===== src/rtl/gpio_pkg.sv =====
// gpio_pkg: shared definitions for the GPIO controller.
//   GPIO_AW          register address width
//   GPIO_DATA_OUT .. GPIO_OUT_CLR  register indices
//   deb_cnt_width()  width of the per-pin debounce counter
package gpio_pkg;

    localparam int GPIO_AW = 3;

    localparam logic [GPIO_AW-1:0] GPIO_DATA_OUT    = 3'd0;
    localparam logic [GPIO_AW-1:0] GPIO_DIR         = 3'd1;
    localparam logic [GPIO_AW-1:0] GPIO_DATA_IN     = 3'd2;
    localparam logic [GPIO_AW-1:0] GPIO_IRQ_EN_RISE = 3'd3;
    localparam logic [GPIO_AW-1:0] GPIO_IRQ_EN_FALL = 3'd4;
    localparam logic [GPIO_AW-1:0] GPIO_IRQ_STATUS  = 3'd5;
    localparam logic [GPIO_AW-1:0] GPIO_OUT_SET     = 3'd6;
    localparam logic [GPIO_AW-1:0] GPIO_OUT_CLR     = 3'd7;

    // Counter must hold DEB_CYCLES; never narrower than one bit.
    function automatic int deb_cnt_width(input int deb);
        return (deb < 1) ? 1 : $clog2(deb + 1);
    endfunction

endpackage


===== src/rtl/gpio_in_filter.sv =====
// gpio_in_filter: one pin of the input path.
//   Two-flop synchroniser followed by a debounce filter; the filtered value only
//   follows the synchronised pad after it has differed for DEB_CYCLES cycles.
// Ports:
//   clk, reset_n   clock, asynchronous active-low reset
//   pad_in         raw asynchronous pad input
//   filtered       debounced pin value
//   rise, fall     one-cycle pulses in the cycle after filtered changes
module gpio_in_filter
    import gpio_pkg::*;
#(
    parameter int DEB_CYCLES = 4
) (
    input  logic clk,
    input  logic reset_n,
    input  logic pad_in,
    output logic filtered,
    output logic rise,
    output logic fall
);

    logic sync1_q, sync1_d;
    logic sync2_q, sync2_d;
    logic filt_dly_q, filt_dly_d;
    logic filt_w;

    assign sync1_d    = pad_in;
    assign sync2_d    = sync1_q;
    assign filt_dly_d = filt_w;

    always_ff @(posedge clk or negedge reset_n) begin
        if (!reset_n) begin
            sync1_q    <= 1'b0;
            sync2_q    <= 1'b0;
            filt_dly_q <= 1'b0;
        end else begin
            sync1_q    <= sync1_d;
            sync2_q    <= sync2_d;
            filt_dly_q <= filt_dly_d;
        end
    end

    if (DEB_CYCLES == 0) begin : g_bypass
        assign filt_w = sync2_q;
    end else begin : g_deb
        localparam int CW = deb_cnt_width(DEB_CYCLES);

        logic [CW-1:0] cnt_q, cnt_d;
        logic          filt_q, filt_d;

        // The counter tracks consecutive cycles of disagreement; it is cleared
        // before it can exceed DEB_CYCLES-1, so it never wraps.
        always_comb begin
            cnt_d  = cnt_q;
            filt_d = filt_q;
            if (sync2_q == filt_q) begin
                cnt_d = '0;
            end else if (cnt_q == CW'(DEB_CYCLES - 1)) begin
                filt_d = sync2_q;
                cnt_d  = '0;
            end else begin
                cnt_d = cnt_q + CW'(1);
            end
        end

        always_ff @(posedge clk or negedge reset_n) begin
            if (!reset_n) begin
                cnt_q  <= '0;
                filt_q <= 1'b0;
            end else begin
                cnt_q  <= cnt_d;
                filt_q <= filt_d;
            end
        end

        assign filt_w = filt_q;
    end

    assign filtered = filt_w;
    assign rise     = filt_w & ~filt_dly_q;
    assign fall     = ~filt_w & filt_dly_q;

endmodule


===== src/rtl/gpio_ctrl.sv =====
// gpio_ctrl: N-pin GPIO controller with register interface.
//   Register file (DATA_OUT, DIR, enables, W1C status), registered read port,
//   per-pin filtered inputs with edge interrupts and a registered irq.
// Ports:
//   clk, reset_n          clock, asynchronous active-low reset
//   wr_en, rd_en, addr    register strobes and index
//   wdata / rdata, rvalid write data / registered read data and its valid
//   pad_in                asynchronous pad inputs
//   pad_out, pad_oe       pad drive data and enable (DATA_OUT, DIR)
//   irq                   registered OR of IRQ_STATUS
module gpio_ctrl
    import gpio_pkg::*;
#(
    parameter int N          = 8,
    parameter int DEB_CYCLES = 4
) (
    input  logic               clk,
    input  logic               reset_n,
    input  logic               wr_en,
    input  logic               rd_en,
    input  logic [GPIO_AW-1:0] addr,
    input  logic [N-1:0]       wdata,
    output logic [N-1:0]       rdata,
    output logic               rvalid,
    input  logic [N-1:0]       pad_in,
    output logic [N-1:0]       pad_out,
    output logic [N-1:0]       pad_oe,
    output logic               irq
);

    logic [N-1:0] filtered, rise, fall;

    for (genvar gi = 0; gi < N; gi++) begin : g_pin
        gpio_in_filter #(.DEB_CYCLES(DEB_CYCLES)) u_filt (
            .clk      (clk),
            .reset_n  (reset_n),
            .pad_in   (pad_in[gi]),
            .filtered (filtered[gi]),
            .rise     (rise[gi]),
            .fall     (fall[gi])
        );
    end

    logic [N-1:0] data_out_q, data_out_d;
    logic [N-1:0] dir_q, dir_d;
    logic [N-1:0] en_rise_q, en_rise_d;
    logic [N-1:0] en_fall_q, en_fall_d;
    logic [N-1:0] status_q, status_d;
    logic [N-1:0] rdata_q, rdata_d;
    logic         rvalid_q, rvalid_d;
    logic         irq_q, irq_d;
    logic [N-1:0] rd_mux, w1c_mask, events;

    always_comb begin
        rd_mux = '0;
        case (addr)
            GPIO_DATA_OUT:    rd_mux = data_out_q;
            GPIO_DIR:         rd_mux = dir_q;
            GPIO_DATA_IN:     rd_mux = filtered;
            GPIO_IRQ_EN_RISE: rd_mux = en_rise_q;
            GPIO_IRQ_EN_FALL: rd_mux = en_fall_q;
            GPIO_IRQ_STATUS:  rd_mux = status_q;
            default:          rd_mux = '0;
        endcase
    end

    always_comb begin
        data_out_d = data_out_q;
        dir_d      = dir_q;
        en_rise_d  = en_rise_q;
        en_fall_d  = en_fall_q;
        w1c_mask   = '0;
        if (wr_en) begin
            case (addr)
                GPIO_DATA_OUT:    data_out_d = wdata;
                GPIO_DIR:         dir_d      = wdata;
                GPIO_IRQ_EN_RISE: en_rise_d  = wdata;
                GPIO_IRQ_EN_FALL: en_fall_d  = wdata;
                GPIO_IRQ_STATUS:  w1c_mask   = wdata;
                GPIO_OUT_SET:     data_out_d = data_out_q | wdata;
                GPIO_OUT_CLR:     data_out_d = data_out_q & ~wdata;
                default:          ;
            endcase
        end
        // Events are OR-ed after the clear so a simultaneous new edge wins.
        events   = (rise & en_rise_q) | (fall & en_fall_q);
        status_d = (status_q & ~w1c_mask) | events;
        rdata_d  = rd_en ? rd_mux : rdata_q;
        rvalid_d = rd_en;
        irq_d    = |status_q;
    end

    always_ff @(posedge clk or negedge reset_n) begin
        if (!reset_n) begin
            data_out_q <= '0;
            dir_q      <= '0;
            en_rise_q  <= '0;
            en_fall_q  <= '0;
            status_q   <= '0;
            rdata_q    <= '0;
            rvalid_q   <= 1'b0;
            irq_q      <= 1'b0;
        end else begin
            data_out_q <= data_out_d;
            dir_q      <= dir_d;
            en_rise_q  <= en_rise_d;
            en_fall_q  <= en_fall_d;
            status_q   <= status_d;
            rdata_q    <= rdata_d;
            rvalid_q   <= rvalid_d;
            irq_q      <= irq_d;
        end
    end

    assign pad_out = data_out_q;
    assign pad_oe  = dir_q;
    assign rdata   = rdata_q;
    assign rvalid  = rvalid_q;
    assign irq     = irq_q;

endmodule

===== config.mk =====
export PLATFORM = sky130hd
export DESIGN_NAME = gpio_ctrl
export DESIGN_NICKNAME = d
export VERILOG_FILES = /design/src/rtl/gpio_pkg.sv /design/src/rtl/gpio_in_filter.sv /design/src/rtl/gpio_ctrl.sv
export SDC_FILE = /design/constraint.sdc
export NUM_CORES = 1
export LEC_CHECK = 0
export ABC_CLOCK_PERIOD_IN_PS = 1200
export BUFFER_PORTS_ARGS = -buffer_cell sky130_fd_sc_hd__buf_4
export CELL_PAD_IN_SITES_DETAIL_PLACEMENT = 0
export CELL_PAD_IN_SITES_GLOBAL_PLACEMENT = 2
export CORE_MARGIN = 4
export CORE_UTILIZATION = 37
export CTS_CLUSTER_DIAMETER = 50
export DETAILED_ROUTE_END_ITERATION = 12
export GPL_ROUTABILITY_DRIVEN = 0
export HOLD_SLACK_MARGIN = 0.06
export PLACE_DENSITY = 0.81
export SLEW_MARGIN = 20
export SYNTH_ARGS = -nofsm -noshare
export SYNTH_HDL_FRONTEND = slang
export SYNTH_HIERARCHICAL = 1
export SYNTH_SLANG_ARGS = --single-unit
export TNS_END_PERCENT = 30

===== constraint.sdc =====
create_clock -name clk -period 1.2 [get_ports clk]
set_input_delay 0.06 -clock clk [delete_from_list [all_inputs] [get_ports clk]]
set_output_delay 0.06 -clock clk [all_outputs]
set_load 0.005 [all_outputs]

==> impl_metrics.json <==
{
  "path_clk_slew_ns": 0.07,
  "synth_edf_count": 0,
  "min_path_cells": 3,
  "power.density_mw_per_mm2": 1790,
  "final_layout_size_suffix_gt1_share_pct": 39.1,
  "cp.arrival_ns": 1.47,
  "ant_nets": 0,
  "finalHoldViolCount": 0,
  "grt_max_degree": 78,
  "cellLeakagePower_nw": 2.73,
  "ys_seq_area_share_pct": 57.5,
  "grt_pass1_wl_microns": 17700,
  "finalSetupViolations": 2,
  "synth_area_per_cell_sq_um": 13.4,
  "netlist_top_cells_area": "dfrtp_1, mux2_2, mux2i_1",
  "dr.pass1.iters": 4,
  "tritoncts": "built",
  "dr.first_iter.drc_count": 232,
  "yosys_register_bits": 106,
  "via_per_inst": 4.95,
  "mostFrequentLayoutCells": "dfrtp_1, buf_4, mux2_2",
  "synth_warnings": 6,
  "dpl_worst_slack_ns": -0.115,
  "violations": "setup timing",
  "wl_per_cell_microns": 16.3,
  "fmax_mhz": 808,
  "final.period_utilization_pct": 103,
  "grt_pass1_vias": 3373,
  "cts.sinks": 106,
  "vdd_drop_max_v": 0.000790,
  "status": "complete, but fails checks",
  "io-pin-count": 49,
  "crit_path_max_fanout": 2,
  "rrSetupSlack_ns": -0.04,
  "htree_levels": 3,
  "r2r-start": "pad_out[7]",
  "clock_latency_ns": 0.34,
  "dieArea_sq_mm": 0.0143,
  "synth-async-reset-ratio_pct": 100,
  "worstSetupStartpointType": "flip-flop",
  "track_usage_pct": 15.6,
  "drc": 0,
  "worst_slack_ns": -0.0374,
  "vias": 3164,
  "numCtsBuffers": 9,
  "die_w_microns": 120,
  "worst_pin_slew_ns": 0.440,
  "timing.rr.end": "rdata[7]",
  "final_nets": 497,
  "rsz0062_at_grt": "true",
  "fin_worst_skew_ns": 0.00699,
  "final_cell_area_sq_mm": 0.00611,
  "crit_path_end_kind": "flip-flop",
  "insertedDiodeCount": 0,
  "drv_slew": 0,
  "min_from": "addr[1]",
  "cts_root_buf": "clkbuf_16",
  "drv_cap": 0,
  "hold_class": "in -> reg",
  "syn_to_final_growth_pct": 32.5,
  "ys.flop_type": "dfrtp_1",
  "place_hpwl_microns": 7510,
  "layout_min_cycle_time_ns": 1.24,
  "slew_headroom_pct": 70.7,
  "dieHeight_microns": 120,
  "antenna_found_initial": 0,
  "worst-setup-path-type": "reg -> reg",
  "overflow": 0,
  "core_area_sq_mm": 0.0121,
  "crit_start": "pad_out[7]",
  "hold_end": "pad_out[0]",
  "routed_wirelength_microns": 10400,
  "yosysTopAreaCellShare_pct": 57.5,
  "synth_area_sq_mm": 0.00461,
  "place.port_buffers": 48,
  "syn_nets": 376,
  "rr_worst_depth": 3,
  "ys_types": 41,
  "rows": 40,
  "place_area_sq_mm": 0.00553,
  "yosysTopAreaCell": "dfrtp_1",
  "worst_ep_required_time_ns": 1.43,
  "clockBufferDepth": 2,
  "final_common_cell": "dfrtp_1",
  "synth_cells": 345,
  "start_util_pct": 38.1
}
## critical path, cell delays in order, from the launching register on
cell	delay [ns]
dfrtp_1	0.39
mux4_2	0.45
nor2b_4	0.13
o22a_1	0.15
## worst max path at each step
stage	endpoint	cells after the start	slack, ns
after global placement	irq	4	-0.09
after global routing	rdata[7]	3	-0.08
after floorplan	rdata[0]	3	-0.02
after detailed placement	irq	4	-0.12
final	rdata[7]	3	-0.04
after CTS	rdata[0]	3	-0.03
## metrics by stage
stage	power, mW	TNS, ns	util, %	hold WS [ns]	std cells
5_1_grt	11.7	-0.169	50.5	0.117	639
6_report	10.9	-0.0716	50.5	0.0970	639
4_1_cts	11.0	-0.0556	50.0	0.0888	637
3_3_place_gp	7.74	-0.148	45.7	0.114	600
2_1_floorplan	6.74	-0.0350	-	-0.236	345
3_5_place_dp	7.89	-0.574	45.7	0.121	600
## flip-flops by register name, indices dropped and copies added, names as in the netlist, 8 cells and up
name                      cells
pad_out                       8
en_fall_q                     8
g_pin.u_filt/filtered         8
en_rise_q                     8
pad_oe                        8
status_q                      8
g_pin.u_filt/g_deb.cnt_q     24
rdata                         8
g_pin.u_filt/sync2_q          8
g_pin.u_filt/filt_dly_q       8
g_pin.u_filt/sync1_q          8
## metal layers
layer | vias to the layer above | part of all wire (%) | GRT usage [%]
li1 | 1509 | - | -
met1 | 1588 | 47 | 21.1
met2 | 53 | 49 | 25.1
met3 | 14 | 2.9 | 2.73
met4 | 0 | 1.9 | 5.94
met5 | - | 0 | 0
## cells by family (layout without fill, tap and decap cells)
| logic type | count (synthesis) | in the layout | synth area share, % |
|---|---|---|---|
| flip-flops | 106 | 106 | 57.5 |
| AND/OR/NAND/NOR | 93 | 93 | 14.8 |
| AO/OA/AOI/OAI | 68 | 68 | 10.4 |
| multiplexers | 48 | 48 | 11.9 |
| buffers and inverters | 14 | 140 | 1.76 |
| adder cells (fa/ha/maj) | 8 | 8 | 2.17 |
| XOR/XNOR | 8 | 8 | 1.52 |
## cell usage after synthesis, drive strengths merged, types with 9 or more instances
library cell / n
nand2: 12
nor3b: 17
a31oi: 11
o21ai: 15
dfrtp: 106
mux2i: 11
buf: 11
nor3: 17
nor2b: 21
mux2: 35
a211oi: 9
## power breakdown
group / switching, mW / internal, mW / total, mW
Sequential: 0.737 / 4.46 / 5.20
Clock: 1.22 / 1.73 / 2.95
Combinational: 1.06 / 1.73 / 2.79
Total: 3.02 / 7.92 / 10.9
## what timing repair did
item | CTS | global route
setup endpoints to repair | 4 | 11
setup buffers | 2 | 2
pin swaps | 1 | 5
hold endpoints to repair | 146 | 0
gates resized for setup | 3 | 13
hold buffers | 19 | 0
## cell type report
class | count | area [sq um]
Fill cell | 1120 | 6000
Clock buffer | 14 | 264
Inverter | 1 | 3.75
Multi-Input combinational cell | 225 | 1940
Clock inverter | 2 | 35.0
Sequential cell | 106 | 2650
Timing Repair Buffer | 123 | 1010
Tap cell | 168 | 210
No activity file was read; power rests on OpenSTA's default activity.
